[src/rtl/pes_lcd_msg_seq_if.sv]
// pes_lcd_msg_seq_if -- bundle of host/controller signals for pes_lcd_msg_seq.
//   Host side     : WR_EN, WR_ADDR[4:0], WR_DATA[7:0] (buffer writes), START.
//   Controller    : RDY in, DATA[7:0], OPER[1:0], ENB out.
//   Status        : BUSY, DONE, dbg_state[2:0] (current FSM state, for checkers).
// Handshake: ENB is a one-cycle strobe raised only after RDY=1 was seen; after
// each ENB the sequencer ignores RDY for one cycle, then waits for RDY=1 again
// before presenting the next byte.  DATA/OPER are stable whenever ENB=1.
interface pes_lcd_msg_seq_if;
    logic       WR_EN;
    logic [4:0] WR_ADDR;
    logic [7:0] WR_DATA;
    logic       START;
    logic       RDY;
    logic [7:0] DATA;
    logic [1:0] OPER;
    logic       ENB;
    logic       BUSY;
    logic       DONE;
    logic [2:0] dbg_state;

    modport master (
        output WR_EN, WR_ADDR, WR_DATA, START, RDY,
        input  DATA, OPER, ENB, BUSY, DONE, dbg_state
    );

    modport slave (
        input  WR_EN, WR_ADDR, WR_DATA, START, RDY,
        output DATA, OPER, ENB, BUSY, DONE, dbg_state
    );
endinterface

[src/rtl/pes_lcd_msg_seq.sv]
// pes_lcd_msg_seq -- feeds a character LCD controller from a 32-byte text buffer.
// After reset it sends the 4-command init sequence, then idles.  START sends a
// full refresh: cmd 0x80, 16 line-1 chars, cmd 0xC0, 16 line-2 chars.
//   CLK, RST : clock, synchronous active-high reset.
//   bus      : pes_lcd_msg_seq_if.slave (buffer writes, START, RDY/ENB/DATA/OPER,
//              BUSY, DONE, dbg_state).
// One step counter covers both sequences: steps 0-3 are init, 4-37 refresh.
module pes_lcd_msg_seq (
    input  logic               CLK,
    input  logic               RST,
    pes_lcd_msg_seq_if.slave   bus
);
    localparam logic [2:0] ST_INIT  = 3'd0;
    localparam logic [2:0] ST_IDLE  = 3'd1;
    localparam logic [2:0] ST_LOAD  = 3'd2;
    localparam logic [2:0] ST_ISSUE = 3'd3;
    localparam logic [2:0] ST_GAP   = 3'd4;
    localparam logic [2:0] ST_WAIT  = 3'd5;

    localparam logic [5:0] STEP_INIT_LAST = 6'd3;
    localparam logic [5:0] STEP_REF_FIRST = 6'd4;
    localparam logic [5:0] STEP_LINE2_CMD = 6'd21;
    localparam logic [5:0] STEP_REF_LAST  = 6'd37;

    localparam logic [1:0] OP_CMD  = 2'b00;
    localparam logic [1:0] OP_CHAR = 2'b01;

    logic [2:0] state_q, state_d;
    logic [5:0] step_q, step_d;
    logic       pend_q, pend_d;
    logic       done_q, done_d;
    logic [7:0] data_q, data_d;
    logic [1:0] oper_q, oper_d;
    logic [7:0] mem_q [32];
    logic [7:0] mem_d [32];

    logic [7:0] seq_byte;
    logic [1:0] seq_oper;
    logic [4:0] rd_idx;
    logic       pend_in;

    // Buffer writes are accepted in every state.
    always_comb begin
        for (int i = 0; i < 32; i++) begin
            mem_d[i] = mem_q[i];
        end
        if (bus.WR_EN) begin
            mem_d[bus.WR_ADDR] = bus.WR_DATA;
        end
    end

    // Byte for the current step.  Reads the registered buffer, so a write
    // landing on the same edge as the LOAD sample is not seen.
    always_comb begin
        seq_byte = 8'h00;
        seq_oper = OP_CMD;
        rd_idx   = 5'd0;
        if (step_q <= STEP_INIT_LAST) begin
            case (step_q[1:0])
                2'd0:    seq_byte = 8'h38;
                2'd1:    seq_byte = 8'h0C;
                2'd2:    seq_byte = 8'h01;
                default: seq_byte = 8'h06;
            endcase
        end else if (step_q == STEP_REF_FIRST) begin
            seq_byte = 8'h80;
        end else if (step_q == STEP_LINE2_CMD) begin
            seq_byte = 8'hC0;
        end else begin
            // Steps 5-20 map to buffer 0-15, steps 22-37 to buffer 16-31.
            rd_idx   = (step_q < STEP_LINE2_CMD) ? 5'(step_q - 6'd5) : 5'(step_q - 6'd6);
            seq_byte = mem_q[rd_idx];
            seq_oper = OP_CHAR;
        end
    end

    // A START seen while busy (including this cycle) is folded into pend_in so
    // it can be consumed by a completion happening on the same edge.
    assign pend_in = pend_q | (bus.START & (state_q != ST_IDLE));

    always_comb begin
        state_d = state_q;
        step_d  = step_q;
        pend_d  = pend_in;
        done_d  = 1'b0;
        data_d  = data_q;
        oper_d  = oper_q;
        case (state_q)
            ST_INIT: begin
                state_d = ST_LOAD;
                step_d  = 6'd0;
            end
            ST_IDLE: begin
                if (bus.START) begin
                    state_d = ST_LOAD;
                    step_d  = STEP_REF_FIRST;
                end
            end
            ST_LOAD: begin
                data_d = seq_byte;
                oper_d = seq_oper;
                if (bus.RDY) begin
                    state_d = ST_ISSUE;
                end
            end
            ST_ISSUE: state_d = ST_GAP;
            // RDY is ignored here: the controller needs a cycle to drop it.
            ST_GAP:   state_d = ST_WAIT;
            ST_WAIT: begin
                if (bus.RDY) begin
                    if (step_q == STEP_INIT_LAST || step_q == STEP_REF_LAST) begin
                        done_d = (step_q == STEP_REF_LAST);
                        if (pend_in) begin
                            state_d = ST_LOAD;
                            step_d  = STEP_REF_FIRST;
                            pend_d  = 1'b0;
                        end else begin
                            state_d = ST_IDLE;
                        end
                    end else begin
                        state_d = ST_LOAD;
                        step_d  = step_q + 6'd1;
                    end
                end
            end
            default: state_d = ST_INIT;
        endcase
    end

    always_ff @(posedge CLK) begin
        if (RST) begin
            state_q <= ST_INIT;
            step_q  <= 6'd0;
            pend_q  <= 1'b0;
            done_q  <= 1'b0;
            data_q  <= 8'h00;
            oper_q  <= OP_CMD;
            for (int i = 0; i < 32; i++) begin
                mem_q[i] <= 8'h20;
            end
        end else begin
            state_q <= state_d;
            step_q  <= step_d;
            pend_q  <= pend_d;
            done_q  <= done_d;
            data_q  <= data_d;
            oper_q  <= oper_d;
            for (int i = 0; i < 32; i++) begin
                mem_q[i] <= mem_d[i];
            end
        end
    end

    assign bus.DATA      = data_q;
    assign bus.OPER      = oper_q;
    assign bus.ENB       = (state_q == ST_ISSUE);
    assign bus.BUSY      = (state_q != ST_IDLE);
    assign bus.DONE      = done_q;
    assign bus.dbg_state = state_q;
endmodule

[src/flat_wrapper.sv]
// flat-port wrapper written by rule: the top's interface ports become plain ports
module pes_lcd_msg_seq_flat 
  (CLK, RST, bus_WR_EN, bus_WR_ADDR, bus_WR_DATA, bus_START, bus_RDY, bus_DATA, bus_OPER, bus_ENB, bus_BUSY, bus_DONE, bus_dbg_state);
  pes_lcd_msg_seq_if bus_i ();
  input  logic CLK;
  input  logic RST;
  input wire logic [$bits(bus_i.WR_EN)-1:0] bus_WR_EN;
  input wire logic [$bits(bus_i.WR_ADDR)-1:0] bus_WR_ADDR;
  input wire logic [$bits(bus_i.WR_DATA)-1:0] bus_WR_DATA;
  input wire logic [$bits(bus_i.START)-1:0] bus_START;
  input wire logic [$bits(bus_i.RDY)-1:0] bus_RDY;
  output wire logic [$bits(bus_i.DATA)-1:0] bus_DATA;
  output wire logic [$bits(bus_i.OPER)-1:0] bus_OPER;
  output wire logic [$bits(bus_i.ENB)-1:0] bus_ENB;
  output wire logic [$bits(bus_i.BUSY)-1:0] bus_BUSY;
  output wire logic [$bits(bus_i.DONE)-1:0] bus_DONE;
  output wire logic [$bits(bus_i.dbg_state)-1:0] bus_dbg_state;
  assign bus_i.WR_EN = bus_WR_EN;
  assign bus_i.WR_ADDR = bus_WR_ADDR;
  assign bus_i.WR_DATA = bus_WR_DATA;
  assign bus_i.START = bus_START;
  assign bus_i.RDY = bus_RDY;
  assign bus_DATA = bus_i.DATA;
  assign bus_OPER = bus_i.OPER;
  assign bus_ENB = bus_i.ENB;
  assign bus_BUSY = bus_i.BUSY;
  assign bus_DONE = bus_i.DONE;
  assign bus_dbg_state = bus_i.dbg_state;
  pes_lcd_msg_seq u_core (.CLK(CLK), .RST(RST), .bus(bus_i));
endmodule
[config.mk]
export PLATFORM = sky130hd
export DESIGN_NAME = pes_lcd_msg_seq_flat
export DESIGN_NICKNAME = d
export VERILOG_FILES = /design/src/rtl/pes_lcd_msg_seq_if.sv /design/src/rtl/pes_lcd_msg_seq.sv /design/src/flat_wrapper.sv
export SDC_FILE = /design/constraint.sdc
export NUM_CORES = 1
export LEC_CHECK = 0
export CAP_MARGIN = 10
export CORE_MARGIN = 2
export CORE_UTILIZATION = 45
export CTS_CLUSTER_DIAMETER = 80
export DETAILED_ROUTE_END_ITERATION = 6
export GPL_TIMING_DRIVEN = 0
export PLACE_DENSITY = 0.69
export SKIP_CTS_REPAIR_TIMING = 1
export SYNTH_ARGS = -nofsm -noshare
export SYNTH_HDL_FRONTEND = slang
export SYNTH_SLANG_ARGS = --single-unit
[constraint.sdc]
create_clock -name CLK -period 4.6 [get_ports CLK]
set_clock_uncertainty 0.2 [all_clocks]
set_input_delay 0.69 -clock CLK [delete_from_list [all_inputs] [get_ports CLK]]
set_output_delay 0.69 -clock CLK [all_outputs]
set_load 0.02 [all_outputs]
Word-level counts from Yosys, hierarchy flattened
Memory sizes are Yosys's and may differ from the RTL's.
Index checks and enable logic that the tools add are counted.
{"block": "totals", "ff_bits": 21, "ram_bits": 256, "in_bits": 18, "out_inout_bits": 16, "word_cells": 137, "memories": 1}
{"memory": "u_core.mem_q", "words": 32, "width": 8, "read_ports": 33, "rd_ports_with_merged_regs": 0, "write_ports": 32, "line_no": "pes_lcd_msg_seq.sv:34", "source": "logic [7:0] mem_q [32];"}
{"block": "op_classes", "n_addsub": 3, "n_lt_le_gt_ge": 4, "n_eq_ne": 16, "n_mux": 61, "bitwise_logic": 38, "reduce_logical": 8}
{"operator": "$mux 8", "n": 36}
{"operator": "$bwmux 256", "n": 1}
{"operator": "$mux 256", "n": 1}
{"operator": "$demux 8 s5", "n": 1}
{"operator": "$pmux 6 s3", "n": 2}
{"operator": "$or 1x1->1", "n": 33}
{"operator": "$mux 6", "n": 4}
{"operator": "$pmux 3 s6", "n": 1}
{"operator": "$sub 5x3->5 const B", "n": 2}
{"operator": "$mux 3", "n": 3}
{"operator": "$mux 2", "n": 4}
{"operator": "$mux 1", "n": 7}
{"operator": "$add 6x1->6 const B", "n": 1}
{"operator": "$eq 3x2->1 const B", "n": 2}
{"operator": "$eq 3x3->1 const B", "n": 2}
{"operator": "$eq 6x2->1 const B", "n": 1}
{"operator": "$eq 6x3->1 const B", "n": 1}
{"operator": "$eq 6x5->1 const B", "n": 1}
{"operator": "$eq 6x6->1 const B", "n": 1}
{"operator": "$ge 6x6->1 const B", "n": 1}
{"operator": "$le 6x2->1 const B", "n": 1}
{"operator": "$lt 6x1->1 const B", "n": 1}
{"operator": "$lt 6x5->1 const B", "n": 1}
{"operator": "$ne 2x2->1 const B", "n": 3}
{"operator": "other kinds (17)", "n": 19}

Depth between registers and ports, before layout
Gate-level depths: netlist of the first run.
{"block": "logic_depth", "depth_word": 8, "depth_mapped": 15}

Worst setup path before layout of the first run
No wires, ideal clock.
{"block": "synth_timing", "path_type": "reg-to-reg", "startpoint": "register u_core.step_q[1]", "endpoint": "register u_core.data_q[5], in the netlist u_core.bus.DATA[5]", "setup_ns": 0.116, "t_arrival_ns": 3.147, "required_time_ns": 4.284, "path_slack_ns": 1.137, "path_stages_with_launch": 15, "path_buffers": 4, "synth_period_minus_slack_ns": 3.463, "path_cell_list": "dfxtp_1 clkbuf_1 buf_2 inv_1 ha_1 nor2b_2 o22ai_4 xnor2_4 buf_6 buf_2 mux2i_1 mux2i_1 o22ai_1 a21oi_1 a31o_1"}
{"block": "synth_between", "elab_chain_cells": 6, "word_cells_on_any_way": 15, "classes_between": "add/sub: 2; order compare: 2; eq/ne: 4; mux: 5; reduce/logical: 1; memory: 1"}
{"element": "start, declared", "line_no": "pes_lcd_msg_seq.sv:29", "source": "logic [5:0] step_q, step_d;"}
{"element": "start signal, assigned", "line_no": "pes_lcd_msg_seq.sv:143", "source": "step_q <= step_d;"}
{"element": "$sub 5x3->5 / $lt 6x5->1 (equally long branches)", "line_no": "pes_lcd_msg_seq.sv:71", "source": "rd_idx = (step_q < STEP_LINE2_CMD) ? 5'(step_q - 6'd5) : 5'(step_q - 6'd6);"}
{"element": "$mux 5", "line_no": "pes_lcd_msg_seq.sv:71"}
{"element": "$mem_v2 32x8"}
{"element": "$mux 8", "line_no": "pes_lcd_msg_seq.sv:67", "source": "end else if (step_q == STEP_LINE2_CMD) begin"}
{"element": "$mux 8", "line_no": "pes_lcd_msg_seq.sv:65", "source": "end else if (step_q == STEP_REF_FIRST) begin"}
{"element": "$mux 8 *", "line_no": "pes_lcd_msg_seq.sv:58", "source": "if (step_q <= STEP_INIT_LAST) begin"}
{"element": "end signal, assigned", "line_no": "pes_lcd_msg_seq.sv:146", "source": "data_q <= data_d;"}
{"element": "end, declared", "line_no": "pes_lcd_msg_seq.sv:32", "source": "logic [7:0] data_q, data_d;"}
Mark *: on every way between the ends. The rest lies on a longest branch, timed or not.
A chain may end at the register's enable or synchronous reset.

Final worst setup path of the first run
{"block": "layout_timing", "startpoint": "register u_core.step_q[1]", "endpoint": "register u_core.data_q[6], in the netlist u_core.bus.DATA[6]"}
The elaborated chain is that of the path after synthesis.

==> report_table.html, run 1 <==
<table>
<tr><th>Metric</th><th>Value</th></tr>
<tr><th colspan="2">Status</th></tr>
<tr><td>Result of the run</td><td>complete, but fails checks</td></tr>
<tr><td>Violated checks</td><td>design-rule violations</td></tr>
<tr><th colspan="2">Timing</th></tr>
<tr><td>Worst-case headroom to the max-slew limit</td><td>10.8%</td></tr>
<tr><td>Min Tclk post-route</td><td>4510 ps</td></tr>
<tr><td>Max Fclk</td><td>222 MHz</td></tr>
<tr><td>Ratio of final minimum period to clock period</td><td>98.0%</td></tr>
<tr><td>Least-Margin Pin Slew</td><td>1330 ps</td></tr>
<tr><td>Count of endpoints failing hold in the final timing report</td><td>0</td></tr>
<tr><td>Final Setup Violations</td><td>0</td></tr>
<tr><td>Total negative setup slack</td><td>0 ps</td></tr>
<tr><td>Setup repair after global routing missed its margin</td><td>false</td></tr>
<tr><td>Pins over their slew limit</td><td>0</td></tr>
<tr><th colspan="2">Power</th></tr>
<tr><td>Static leakage</td><td>5.87 nW</td></tr>
<tr><td>Relative contribution of combinational cells to total power</td><td>12.5%</td></tr>
<tr><td>Power per cell area</td><td>396 mW/mm²</td></tr>
<tr><td>Sequential power share</td><td>40.1%</td></tr>
<tr><td>Switching portion of total power</td><td>26.3%</td></tr>
<tr><td>Net switching power of the design</td><td>1.60 mW</td></tr>
<tr><td>Share of power burned in the clock network</td><td>47.4%</td></tr>
<tr><td>Internal power</td><td>4.48 mW</td></tr>
<tr><td>Peak ir drop on the vdd network</td><td>0.000302 V</td></tr>
<tr><th colspan="2">Setup path</th></tr>
<tr><td>CP max FO</td><td>10</td></tr>
<tr><td>Worst setup SP type</td><td>flip-flop</td></tr>
<tr><td>CP Launch Point</td><td>u_core.step_q[1]</td></tr>
<tr><td>Launch instance of the worst register-to-register path</td><td>u_core.step_q[1]</td></tr>
<tr><td>Kind of end point of the critical path</td><td>flip-flop</td></tr>
<tr><td>Critical Setup Path Class</td><td>reg -&gt; reg</td></tr>
<tr><td>Data arrival time of the worst path</td><td>4800 ps</td></tr>
<tr><td>Required time of the critical path</td><td>4890 ps</td></tr>
<tr><th colspan="2">Routing</th></tr>
<tr><td>Remaining antenna violation count</td><td>0</td></tr>
<tr><td>Number of vias after detailed routing</td><td>12000</td></tr>
<tr><td>Routed wirelength normalized by instance count</td><td>24.7 µm</td></tr>
<tr><td>Final Routed Wirelength</td><td>48000 µm</td></tr>
<tr><td>Via density</td><td>6.21</td></tr>
<tr><td>First drt pass iteration count</td><td>7</td></tr>
<tr><td>Final routed DRC violation total</td><td>10</td></tr>
<tr><td>Iteration-0 DRC count of the detailed router</td><td>1416</td></tr>
<tr><th colspan="2">Logic synthesis</th></tr>
<tr><td>Number of register bits inferred by synthesis</td><td>276</td></tr>
<tr><td>Async S/R FF share, synth</td><td>0%</td></tr>
<tr><td>Count of different cell masters after synthesis</td><td>67</td></tr>
<tr><td>Largest family of logic cells by synthesized area</td><td>multiplexers</td></tr>
<tr><td>Top-area cell type share of the netlist area</td><td>41.7%</td></tr>
<tr><td>Portion of the post-synthesis area used by sequential elements</td><td>41.7%</td></tr>
<tr><td>Ys flop type</td><td>dfxtp_1</td></tr>
<tr><td>Synth Area in Adders</td><td>0.566%</td></tr>
<tr><td>Xor/xnor cell area share of the yosys netlist</td><td>0.595%</td></tr>
<tr><td>Share of cell area taken by muxes after synthesis</td><td>23.5%</td></tr>
<tr><td>Syn_area_per_cell</td><td>9.07 µm²</td></tr>
<tr><td>Number of standard cells after synthesis</td><td>1462</td></tr>
<tr><td>Cell type contributing the most total cell area after synthesis</td><td>dfxtp_1</td></tr>
<tr><td>Post-synthesis net count</td><td>1486</td></tr>
<tr><td>Synth Cell Area</td><td>0.0133 mm²</td></tr>
<tr><td>Synth Area in Simple Gates</td><td>19.1%</td></tr>
<tr><td>Compound-cell area share of the yosys netlist</td><td>10.7%</td></tr>
<tr><td>Synth area leaders</td><td>dfxtp_1 (42%), mux2i_1 (19%), nor2_1 (7.2%)</td></tr>
<tr><td>Post-synth EDFFs</td><td>0</td></tr>
<tr><td>Total of warnings raised by yosys</td><td>0</td></tr>
<tr><th colspan="2">Global routing</th></tr>
<tr><td>Global routing usage on met3</td><td>9.00%</td></tr>
<tr><td>GR Layer Usage met2</td><td>46.7%</td></tr>
<tr><td>Remaining Overflow, GRT</td><td>0</td></tr>
<tr><td>Wire length of the first global-routing pass</td><td>70700 µm</td></tr>
<tr><td>Initial antenna violation count</td><td>1</td></tr>
<tr><td>Total track usage</td><td>30.4%</td></tr>
<tr><td>Met1 track demand over resource in global routing</td><td>38.6%</td></tr>
<tr><td>Number of global-route vias before repair</td><td>11400</td></tr>
<tr><td>Busiest grt layer</td><td>met2</td></tr>
<tr><td>Pin count of the biggest net entering global routing</td><td>15</td></tr>
<tr><th colspan="2">Min path</th></tr>
<tr><td>Source of the worst hold timing path</td><td>u_core.mem_q[0][3]</td></tr>
<tr><td>Worst min path class</td><td>reg -&gt; reg</td></tr>
<tr><th colspan="2">Cells and area</th></tr>
<tr><td>Area occupied by multi-input gates</td><td>0.00727 mm²</td></tr>
<tr><td>Fraction of layout cells with a size suffix above 1</td><td>9.39%</td></tr>
<tr><td>Final instance count without filler cells</td><td>1939</td></tr>
<tr><td>Storage cell area</td><td>0.00553 mm²</td></tr>
<tr><td>Number of fill cells</td><td>2661</td></tr>
<tr><td>Number of nets in the layout</td><td>1555</td></tr>
<tr><td>Area Growth Syn to Fin</td><td>15.8%</td></tr>
<tr><td>ANT cells</td><td>0</td></tr>
<tr><th colspan="2">Floorplan</th></tr>
<tr><td>Die Wd</td><td>176 µm</td></tr>
<tr><td>Height of the die</td><td>176 µm</td></tr>
<tr><td>Ports placed on the boundary</td><td>34</td></tr>
<tr><td>Starting utilization of the core area</td><td>45.9%</td></tr>
<tr><td>Die outline area</td><td>0.0308 mm²</td></tr>
<tr><td>Placement Rows</td><td>62</td></tr>
<tr><td>CORE AREA</td><td>0.0289 mm²</td></tr>
<tr><th colspan="2">Clocking</th></tr>
<tr><td>Longest Clk Path Bufs</td><td>3</td></tr>
<tr><td>Worst-skew pair later-pin latency</td><td>570 ps</td></tr>
<tr><td># clock sinks</td><td>276</td></tr>
<tr><td>Clock tree from TritonCTS</td><td>done</td></tr>
<tr><td>Deepest level of the CTS H-tree</td><td>1</td></tr>
<tr><td>Clock-pin slew on the worst setup and hold paths</td><td>70 ps</td></tr>
<tr><td>Total CTS buffers</td><td>30</td></tr>
<tr><td>Buffer cell driving the clock tree root</td><td>clkbuf_16</td></tr>
<tr><th colspan="2">Placement</th></tr>
<tr><td>Half-perimeter wire length of the detailed placement result</td><td>33700 µm</td></tr>
<tr><td>Placed instance count</td><td>1879</td></tr>
<tr><td>Global placement routability congestion</td><td>0.987</td></tr>
<tr><td>Number of buffers added on ports</td><td>27</td></tr>
<tr><th colspan="2">Run</th></tr>
<tr><td>Max-capacitance violation count</td><td>0</td></tr>
</table>
[per-stage QoR]
stage | hold slack, ps | worst slack [ps] | power (mW) | area (µm²) | util [%]
after global placement | 241 | -746 | 3.19 | 14000 | 48.5
after global routing | 275 | 36.2 | 6.19 | 15400 | 53.2
after CTS | 260 | -736 | 6.02 | 15300 | 52.9
after floorplan | 230 | 1140 | 2.91 | 13300 | -
after detailed placement | 249 | -700 | 3.20 | 14100 | 48.7
final | 259 | 93.6 | 6.08 | 15400 | 53.2
[critical path, cell delays in order (launching register included)]
cell       delay, ps
dfxtp_1          380
buf_2            250
buf_4            260
inv_1            180
ha_2             370
clkbuf_2         300
a31oi_1         1000
o22ai_1          200
o41ai_2          470
o21ai_0          180
a31oi_1          440
o2bb2ai_1        160
[logic make-up (layout without fill, tap and decap cells)]
family | count (synthesis) | count (layout)
AOI/OAI and AO/OA | 195 | 195
adders and majority gates | 6 | 6
DFF | 276 | 276
buffers and inverters | 125 | 218
other | 1 | 1
muxes | 275 | 275
xor gates and xnor gates | 6 | 6
and+or+nand+nor | 578 | 578
[cell usage after synthesis (3+ instances only)]
cell      instances
dfxtp_1         276
nor2_1          256
mux2i_1         245
nand2_1         163
clkbuf_1         93
nand3_1          47
a21oi_1          45
a211o_1          31
mux4_2           29
nor2b_1          24
nand4_1          22
a211oi_1         21
and3_1           19
buf_2            19
nor3_1           14
o22ai_1          14
a32oi_1          11
o32ai_1          11
a31oi_1           9
o21ai_0           9
ha_1              6
nand3b_1          6
buf_1             5
nand2b_1          5
nor3b_1           5
o31ai_1           5
a311oi_1          4
inv_1             4
or3b_2            4
a21o_1            3
o211ai_1          3
o21a_1            3
o311ai_0          3
or3_1             3
[power by group through the flow]
stage	sequential (mW)	combinational (mW)	clock (mW)
5_1_grt	2.44	0.777	2.97
3_3_place_gp	2.49	0.703	0
3_5_place_dp	2.49	0.707	0
2_1_floorplan	2.49	0.417	0
6_report	2.44	0.759	2.88
4_1_cts	2.44	0.710	2.87
[worst paths after layout]
| path | to | slack (ps) | depth (start not counted) |
|---|---|---|---|
| max | u_core.bus.DATA[6] | 90 | 11 |
| min | u_core.mem_q[0][3] | 260 | 2 |
| max reg2reg | u_core.bus.DATA[6] | 90 | 11 |
| min reg2reg | u_core.mem_q[0][3] | 260 | 2 |
[per-layer routing]
layer | vias up | wire [µm]
met1 | 5744 | 18200
met4 | 2 | 2840
met5 | - | 15
met3 | 189 | 6290
li1 | 5317 | -
met2 | 790 | 20700
[placed cells by master (no fill, tap or decap), types with 7 or more instances in the layout]
cell type          n
a211o_1           31
a211oi_1          21
a21oi_1           45
a31oi_1            9
a32oi_1           11
and3_1            19
buf_2             17
buf_4             10
bufinv_16          9
clkbuf_1          90
clkbuf_16         31
clkbuf_8           7
clkdlybuf4s50_1   27
dfxtp_1          276
mux2i_1          243
mux4_2            29
nand2_1          163
nand3_1           47
nand4_1           22
nor2_1           256
nor2b_1           24
nor3_1            14
o21ai_0            9
o22ai_1           14
o32ai_1           11
[flip-flops by register name, indices dropped and copies added (netlist names)]
signal / flops
u_core.bus.DATA: 8
u_core.bus.DONE: 1
u_core.bus.OPER: 1
u_core.bus.dbg_state: 3
u_core.mem_q: 256
u_core.pend_q: 1
u_core.step_q: 6
[cell type report]
| type | count | area share (%) |
|---|---|---|
| Tap cell | 384 | 3.13 |
| Clock buffer | 40 | 5.73 |
| Inverter | 5 | 0.122 |
| Multi-Input combinational cell | 1061 | 47.4 |
| Buffer | 119 | 3.28 |
| Clock inverter | 16 | 2.00 |
| Sequential cell | 276 | 36.0 |
| Timing Repair Buffer | 38 | 2.40 |
No activity file was read; power rests on OpenSTA's default activity.
==> run 2, diff against run 1 <==
--- a/config.mk
+++ b/config.mk
@@ -12,6 +12,7 @@
 export DETAILED_ROUTE_END_ITERATION = 6
 export GPL_TIMING_DRIVEN = 0
 export PLACE_DENSITY = 0.69
+export RECOVER_POWER = 25
 export SKIP_CTS_REPAIR_TIMING = 1
 export SYNTH_ARGS = -nofsm -noshare
 export SYNTH_HDL_FRONTEND = slang
==> run 2 against run 1 <==
Against the previous run:
- the flow now finishes without violations
- largest power group unchanged
- routed wire length barely moved
- hold slack improved by 0.60 ps
- design area is essentially flat
- largest cell class unchanged
- sequential power about the same
- sequential cell count did not move
==> report_table.html, run 2 (synthesis gave the netlist of run 1 again) <==
<table>
<tr><th>Metric</th><th>Value</th></tr>
<tr><th colspan="2">Status</th></tr>
<tr><td>Result of the run</td><td>finished, final reports clean</td></tr>
<tr><th colspan="2">Cells and area</th></tr>
<tr><td>Most frequent cells in the layout</td><td>dfxtp_1 (276), nor2_1 (256), mux2i_1 (243)</td></tr>
<tr><td>Largest register FFs</td><td>256 (unchanged)</td></tr>
<tr><td>Number of nets in the layout</td><td>1555 (unchanged)</td></tr>
<tr><td>ANT cells</td><td>0 (unchanged)</td></tr>
<tr><td>Final instance count without filler cells</td><td>1939 (unchanged)</td></tr>
<tr><td>Area Growth Syn to Fin</td><td>15.8% (about the same)</td></tr>
<tr><td>Fraction of layout cells with a size suffix above 1</td><td>9.32% (-0.064 points)</td></tr>
<tr><td>Post-route cell area</td><td>0.0153 mm² (about the same)</td></tr>
<tr><td>Register name with the most flops</td><td>u_core.mem_q</td></tr>
<tr><td>Most common cell after layout, fill and taps aside</td><td>dfxtp_1</td></tr>
<tr><th colspan="2">Setup path</th></tr>
<tr><td>Count of cell instances traversed by the critical path</td><td>11 (unchanged)</td></tr>
<tr><td>Reg-to-Reg End</td><td>u_core.bus.DATA[6]</td></tr>
<tr><td>Worst setup SP type</td><td>flip-flop</td></tr>
<tr><td>Crit-path max cell delay</td><td>980 ps (-20 ps)</td></tr>
<tr><td>Data arrival time of the worst path</td><td>4790 ps (about the same)</td></tr>
<tr><td>CP max FO</td><td>10 (unchanged)</td></tr>
<tr><td>Kind of end point of the critical path</td><td>flip-flop</td></tr>
<tr><td>Critical Path End</td><td>u_core.bus.DATA[6]</td></tr>
<tr><td>Most common cell type on the critical path</td><td>a31oi_1</td></tr>
<tr><td>Required time of the critical path</td><td>4890 ps (about the same)</td></tr>
<tr><td>Launch instance of the worst register-to-register path</td><td>u_core.step_q[1]</td></tr>
<tr><td>Path depth of the worst reg2reg path</td><td>11 (unchanged)</td></tr>
<tr><td>Slowest cell on the critical path</td><td>a31oi_1</td></tr>
<tr><td>Minimum setup slack among reg-to-reg paths</td><td>100 ps (about the same)</td></tr>
<tr><td>Crit-path leading delay family</td><td>compound AO/OA/AOI/OAI gates</td></tr>
<tr><td>Critical Setup Path Class</td><td>reg -&gt; reg</td></tr>
<tr><td>CP Launch Point</td><td>u_core.step_q[1]</td></tr>
<tr><td>CP bufs+invs</td><td>4 (unchanged)</td></tr>
<tr><td>Critical-path cell list</td><td>buf_2 &gt; buf_4 &gt; inv_1 &gt; ha_2 &gt; clkbuf_2 &gt; a31oi_1 &gt; o22ai_1 &gt; o41ai_2 &gt; o21ai_0 &gt; a31oi_1 &gt; o2bb2ai_1</td></tr>
<tr><th colspan="2">Clocking</th></tr>
<tr><td>Buffer cell driving the clock tree root</td><td>clkbuf_16</td></tr>
<tr><td>Clock-pin slew on the worst setup and hold paths</td><td>70 ps (about the same)</td></tr>
<tr><td>Longest Clk Path Bufs</td><td>3 (unchanged)</td></tr>
<tr><td>Deepest level of the CTS H-tree</td><td>1 (unchanged)</td></tr>
<tr><td>Worst-skew pair later-pin latency</td><td>570 ps (about the same)</td></tr>
<tr><td>Total CTS buffers</td><td>30 (unchanged)</td></tr>
<tr><td>Clock tree from TritonCTS</td><td>done</td></tr>
<tr><td># clock sinks</td><td>276 (unchanged)</td></tr>
<tr><th colspan="2">Timing</th></tr>
<tr><td>Max Fclk</td><td>222 MHz (about the same)</td></tr>
<tr><td>Final Setup Violations</td><td>0 (unchanged)</td></tr>
<tr><td>Minimum hold slack</td><td>259 ps (+0.599 ps)</td></tr>
<tr><td>Count of endpoints failing hold in the final timing report</td><td>0 (unchanged)</td></tr>
<tr><td>Setup repair after global routing missed its margin</td><td>false</td></tr>
<tr><td>Ratio of final minimum period to clock period</td><td>97.9% (about the same)</td></tr>
<tr><td>Least-Margin Pin Slew</td><td>1310 ps (-20.0 ps)</td></tr>
<tr><td>Min Tclk post-route</td><td>4500 ps (-3.91 ps)</td></tr>
<tr><td>Worst-case headroom to the max-slew limit</td><td>12.2% (+1.3 points)</td></tr>
<tr><td>Pins over their slew limit</td><td>0 (unchanged)</td></tr>
<tr><th colspan="2">Floorplan</th></tr>
<tr><td>Ports placed on the boundary</td><td>34 (unchanged)</td></tr>
<tr><td>Height of the die</td><td>176 µm (unchanged)</td></tr>
<tr><td>Starting utilization of the core area</td><td>45.9% (unchanged)</td></tr>
<tr><td>Placement Rows</td><td>62 (unchanged)</td></tr>
<tr><td>Die outline area</td><td>0.0308 mm² (unchanged)</td></tr>
<tr><td>Die Wd</td><td>176 µm (unchanged)</td></tr>
<tr><td>CORE AREA</td><td>0.0289 mm² (unchanged)</td></tr>
<tr><th colspan="2">Power</th></tr>
<tr><td>Static leakage</td><td>5.90 nW (+0.55%)</td></tr>
<tr><td>Power per cell area</td><td>396 mW/mm² (about the same)</td></tr>
<tr><td>Peak ir drop on the vdd network</td><td>0.000300 V (-0.61%)</td></tr>
<tr><th colspan="2">Placement</th></tr>
<tr><td>Global placement routability congestion</td><td>0.987 (unchanged)</td></tr>
<tr><td>Number of buffers added on ports</td><td>27 (unchanged)</td></tr>
<tr><td>Placed instance count</td><td>1879 (unchanged)</td></tr>
<tr><td>Placed standard-cell area</td><td>0.0141 mm² (unchanged)</td></tr>
<tr><td>Half-perimeter wire length of the detailed placement result</td><td>33700 µm (unchanged)</td></tr>
<tr><th colspan="2">Routing</th></tr>
<tr><td>Number of vias after detailed routing</td><td>12000 (-0.017%)</td></tr>
<tr><td>Final Routed Wirelength</td><td>48000 µm (about the same)</td></tr>
<tr><td>Via density</td><td>6.21 (about the same)</td></tr>
<tr><td>Routed wirelength normalized by instance count</td><td>24.7 µm (about the same)</td></tr>
<tr><td>Final routed DRC violation total</td><td>0 (-10)</td></tr>
<tr><td>Remaining antenna violation count</td><td>0 (unchanged)</td></tr>
<tr><td>First drt pass iteration count</td><td>6 (-1)</td></tr>
<tr><td>Iteration-0 DRC count of the detailed router</td><td>1407 (-0.64%)</td></tr>
<tr><th colspan="2">Global routing</th></tr>
<tr><td>Wire length of the first global-routing pass</td><td>70700 µm (unchanged)</td></tr>
<tr><td>Pin count of the biggest net entering global routing</td><td>15 (unchanged)</td></tr>
<tr><td>Remaining Overflow, GRT</td><td>0 (unchanged)</td></tr>
<tr><td>Initial antenna violation count</td><td>1 (unchanged)</td></tr>
<tr><td>Total track usage</td><td>30.4% (unchanged)</td></tr>
<tr><td>Number of global-route vias before repair</td><td>11400 (unchanged)</td></tr>
<tr><th colspan="2">Run</th></tr>
<tr><td>Max-capacitance violation count</td><td>0 (unchanged)</td></tr>
<tr><th colspan="2">Min path</th></tr>
<tr><td>Worst hold path stage count</td><td>2 (unchanged)</td></tr>
<tr><td>Worst min path class</td><td>reg -&gt; reg</td></tr>
</table>
-- run 2: report_power, final --
| group | internal, mW | switching (mW) |
|---|---|---|
| Combinational | 0.218 | 0.538 |
| Clock | 1.84 | 1.04 |
| Sequential | 2.42 | 0.0181 |
| Total | 4.48 | 1.60 |
-- run 2: worst min path at each step --
stage                          end  slack, ps           startpoint
2_1_floorplan  u_core.mem_q[17][5]        230  u_core.mem_q[17][5]
3_3_place_gp    u_core.mem_q[0][1]        240   u_core.mem_q[0][1]
3_5_place_dp   u_core.mem_q[16][5]        250  u_core.mem_q[16][5]
4_1_cts         u_core.mem_q[0][2]        260   u_core.mem_q[0][2]
5_1_grt         u_core.mem_q[1][3]        280   u_core.mem_q[1][3]
6_report        u_core.mem_q[1][3]        260   u_core.mem_q[1][3]
-- run 2: stage by stage --
stage / util [%] / TNS, ps / total power, mW / setup slack (ps)
floorplan: - / 0 / 2.91 / 1140
global placement: 48.5 / -3550 / 3.19 / -746
detailed placement: 48.7 / -3310 / 3.20 / -700
CTS: 52.9 / -3490 / 6.02 / -736
global route: 53.2 / 0 / 6.18 / 36.2
finish: 53.2 / 0 / 6.07 / 97.5
-- run 2: layer usage --
layer | vias to the layer above | track usage, % | routed length, µm
li1 | 5318 | - | -
met1 | 5774 | 38.6 | 18300
met2 | 766 | 46.7 | 20700
met3 | 180 | 9.00 | 6100
met4 | 2 | 16.3 | 2810
met5 | - | 0 | 15
-- run 2: tightest hold or removal path, stage by stage (launching register included) --
cell and delay (ps):
dfxtp_1 310, nand2_1 50, a21oi_1 50
-- run 2: area by class of cell --
cell class | count | area [µm²]
repair buffers | 38 | 360
inverters | 5 | 18.8
multi-input cells | 1061 | 7270
fillers | 2663 | 13500
well taps | 384 | 480
clock inverters | 16 | 308
plain buffers | 119 | 504
clock buffers | 40 | 880
flip-flops and latches | 276 | 5530
==> run 3, diff against run 2 <==
--- a/config.mk
+++ b/config.mk
@@ -13,7 +13,6 @@
 export GPL_TIMING_DRIVEN = 0
 export PLACE_DENSITY = 0.69
 export RECOVER_POWER = 25
-export SKIP_CTS_REPAIR_TIMING = 1
 export SYNTH_ARGS = -nofsm -noshare
 export SYNTH_HDL_FRONTEND = slang
 export SYNTH_SLANG_ARGS = --single-unit
==> run 3 against run 2 <==
Against the previous run:
- via count increased by 1.5%
- largest power group unchanged
- critical endpoint unchanged
- fmax fell by 1.9%
- routed wire length up 1.0%
- critical path depth rose by 1
- largest cell class unchanged
- global-route usage increased by 0.42 points
- clock power about the same
- sequential cell count is the same
- count of clock-buffer cells in the layout unchanged
- design area is 0.27% higher
- worst setup slack worse by 86 ps
- power about the same
==> report_table.html, run 3 (synthesis gave the netlist of run 1 again) <==
<table>
<tr><th>Metric</th><th>Value</th></tr>
<tr><th colspan="2">Timing</th></tr>
<tr><td>Final Setup Violations</td><td>0 (unchanged)</td></tr>
<tr><td>Max Fclk</td><td>218 MHz (-1.9%)</td></tr>
<tr><td>Worst-case headroom to the max-slew limit</td><td>9.12% (-3.0 points)</td></tr>
<tr><td>Least-Margin Pin Slew</td><td>1360 ps (+45.5 ps)</td></tr>
<tr><td>Ratio of final minimum period to clock period</td><td>99.7% (+1.9 points)</td></tr>
<tr><td>Min Tclk post-route</td><td>4590 ps (+85.9 ps)</td></tr>
<tr><td>Count of endpoints failing hold in the final timing report</td><td>0 (unchanged)</td></tr>
<tr><td>Pins over their slew limit</td><td>0 (unchanged)</td></tr>
<tr><th colspan="2">Cells and area</th></tr>
<tr><td>Number of fill cells</td><td>2661 (-0.075%)</td></tr>
<tr><td>Most frequent cells in the layout</td><td>dfxtp_1 (276), nor2_1 (256), mux2i_1 (243)</td></tr>
<tr><td>Area occupied by multi-input gates</td><td>0.00728 mm² (+0.14%)</td></tr>
<tr><td>Area Growth Syn to Fin</td><td>16.1%</td></tr>
<tr><td>Post-route cell area</td><td>0.0154 mm² (+0.27%)</td></tr>
<tr><td>Utilization after layout</td><td>53.3% (+0.14 points)</td></tr>
<tr><td>Fraction of layout cells with a size suffix above 1</td><td>9.57% (+0.24 points)</td></tr>
<tr><td>ANT cells</td><td>0 (unchanged)</td></tr>
<tr><td>Most common cell after layout, fill and taps aside</td><td>dfxtp_1</td></tr>
<tr><td>Largest register FFs</td><td>256 (unchanged)</td></tr>
<tr><td>Storage cell area</td><td>0.00553 mm² (unchanged)</td></tr>
<tr><td>Register name with the most flops</td><td>u_core.mem_q</td></tr>
<tr><td>Number of nets in the layout</td><td>1557 (+0.13%)</td></tr>
<tr><th colspan="2">Setup path</th></tr>
<tr><td>Required time of the critical path</td><td>4890 ps (about the same)</td></tr>
<tr><td>Critical Setup Path Class</td><td>reg -&gt; reg</td></tr>
<tr><td>Kind of end point of the critical path</td><td>flip-flop</td></tr>
<tr><td>CP max FO</td><td>10 (unchanged)</td></tr>
<tr><td>Worst setup SP type</td><td>flip-flop</td></tr>
<tr><td>Data arrival time of the worst path</td><td>4880 ps (+90 ps)</td></tr>
<tr><th colspan="2">Floorplan</th></tr>
<tr><td>Placement Rows</td><td>62 (unchanged)</td></tr>
<tr><td>Die outline area</td><td>0.0308 mm² (unchanged)</td></tr>
<tr><td>CORE AREA</td><td>0.0289 mm² (unchanged)</td></tr>
<tr><td>Die Wd</td><td>176 µm (unchanged)</td></tr>
<tr><td>Height of the die</td><td>176 µm (unchanged)</td></tr>
<tr><td>Ports placed on the boundary</td><td>34 (unchanged)</td></tr>
<tr><td>Starting utilization of the core area</td><td>45.9% (unchanged)</td></tr>
<tr><th colspan="2">Status</th></tr>
<tr><td>Result of the run</td><td>finished, final reports clean</td></tr>
<tr><th colspan="2">Routing</th></tr>
<tr><td>Iteration-0 DRC count of the detailed router</td><td>1542 (+9.6%)</td></tr>
<tr><td>First drt pass iteration count</td><td>6 (unchanged)</td></tr>
<tr><td>Number of vias after detailed routing</td><td>12200 (+1.5%)</td></tr>
<tr><td>Remaining antenna violation count</td><td>0 (unchanged)</td></tr>
<tr><td>Final routed DRC violation total</td><td>0 (unchanged)</td></tr>
<tr><td>Final Routed Wirelength</td><td>48500 µm (+1.0%)</td></tr>
<tr><td>Routed wirelength normalized by instance count</td><td>25.0 µm (+0.92%)</td></tr>
<tr><td>Via density</td><td>6.30 (+1.4%)</td></tr>
<tr><th colspan="2">Power</th></tr>
<tr><td>Static leakage</td><td>5.92 nW (+0.27%)</td></tr>
<tr><td>Power per cell area</td><td>395 mW/mm² (-0.23%)</td></tr>
<tr><td>Peak ir drop on the vdd network</td><td>0.000300 V (about the same)</td></tr>
<tr><td>Total power of the final layout</td><td>6.07 mW (about the same)</td></tr>
<tr><th colspan="2">Clocking</th></tr>
<tr><td>Deepest level of the CTS H-tree</td><td>1 (unchanged)</td></tr>
<tr><td>Buffer cell driving the clock tree root</td><td>clkbuf_16</td></tr>
<tr><td># hold bufs at CTS</td><td>0</td></tr>
<tr><td># clock sinks</td><td>276 (unchanged)</td></tr>
<tr><td>Clock-pin slew on the worst setup and hold paths</td><td>70 ps (about the same)</td></tr>
<tr><td>Worst-skew pair later-pin latency</td><td>570 ps (about the same)</td></tr>
<tr><td>Clock tree from TritonCTS</td><td>done</td></tr>
<tr><td>Total CTS buffers</td><td>30 (unchanged)</td></tr>
<tr><td>Longest Clk Path Bufs</td><td>3 (unchanged)</td></tr>
<tr><th colspan="2">Global routing</th></tr>
<tr><td>Wire length of the first global-routing pass</td><td>71500 µm (+1.1%)</td></tr>
<tr><td>Remaining Overflow, GRT</td><td>0 (unchanged)</td></tr>
<tr><td>Total track usage</td><td>30.9% (+0.42 points)</td></tr>
<tr><td>Initial antenna violation count</td><td>0 (-1)</td></tr>
<tr><td>Number of global-route vias before repair</td><td>11400 (+0.63%)</td></tr>
<tr><td>Pin count of the biggest net entering global routing</td><td>15 (unchanged)</td></tr>
<tr><th colspan="2">Placement</th></tr>
<tr><td>Number of buffers added on ports</td><td>27 (unchanged)</td></tr>
<tr><td>Global placement routability congestion</td><td>0.987 (unchanged)</td></tr>
<tr><td>Placed standard-cell area</td><td>0.0141 mm² (unchanged)</td></tr>
<tr><td>Half-perimeter wire length of the detailed placement result</td><td>33700 µm (unchanged)</td></tr>
<tr><th colspan="2">Min path</th></tr>
<tr><td>Worst min path class</td><td>reg -&gt; reg</td></tr>
<tr><th colspan="2">Run</th></tr>
<tr><td>Max-capacitance violation count</td><td>0 (unchanged)</td></tr>
</table>
## run 3: layout make-up
type | count | share of cell area [%]
sequential | 276 | 35.9
tap | 384 | 3.12
buffer | 119 | 3.33
inverter | 5 | 0.122
clock buffer | 40 | 5.72
clock inverter | 16 | 2.00
timing repair buffer | 40 | 2.50
multi-input combinational | 1061 | 47.3
## run 3: worst paths after layout
kind / from / to / slack [ps] / depth (start not counted)
setup / recovery: u_core.step_q[1] / u_core.bus.DATA[6] / 10 / 12
hold / removal: u_core.mem_q[1][3] / u_core.mem_q[1][3] / 260 / 2
setup reg to reg: u_core.step_q[1] / u_core.bus.DATA[6] / 10 / 12
hold reg to reg: u_core.mem_q[1][3] / u_core.mem_q[1][3] / 260 / 2
## run 3: routing by layer
| layer | part of all wire (%) | GRT usage (%) |
|---|---|---|
| met4 | 6.4 | 17.4 |
| met3 | 13 | 8.61 |
| met5 | 0 | 0 |
| met1 | 38 | 39.2 |
| met2 | 43 | 47.3 |
## run 3: where the power goes
| part | leakage (nW) | internal, mW | switching, mW |
|---|---|---|---|
| clock | 0.586 | 1.84 | 1.03 |
| sequential | 2.23 | 2.42 | 0.0182 |
| combinational | 3.10 | 0.220 | 0.544 |
## run 3: stage by stage
stage	instances	worst slack [ps]	hold WS [ps]	setup TNS, ps
after floorplan	1462	1140	230	0
final	1941	11.6	259	0
after global routing	1941	-1.10	275	-1.10
after global placement	1873	-746	241	-3550
after CTS	1938	77.3	260	0
after detailed placement	1879	-700	249	-3310
## run 3: timing repair
item                       in CTS  in global routing
setup endpoints to repair       8                  7
setup buffers                   3                  4
pin swaps                       1                  3
gates resized for setup        13                 12
## run 3: worst max-delay path, cell delays in order (launching register included)
cell and delay (ps):
dfxtp_1 390, clkbuf_2 270, buf_4 260, inv_1 180, ha_1 330, nor2b_2 290
a211oi_1 160, o31ai_2 550, clkbuf_1 550, buf_2 410, o311ai_0 250, a31oi_1 490
o2bb2ai_1 160
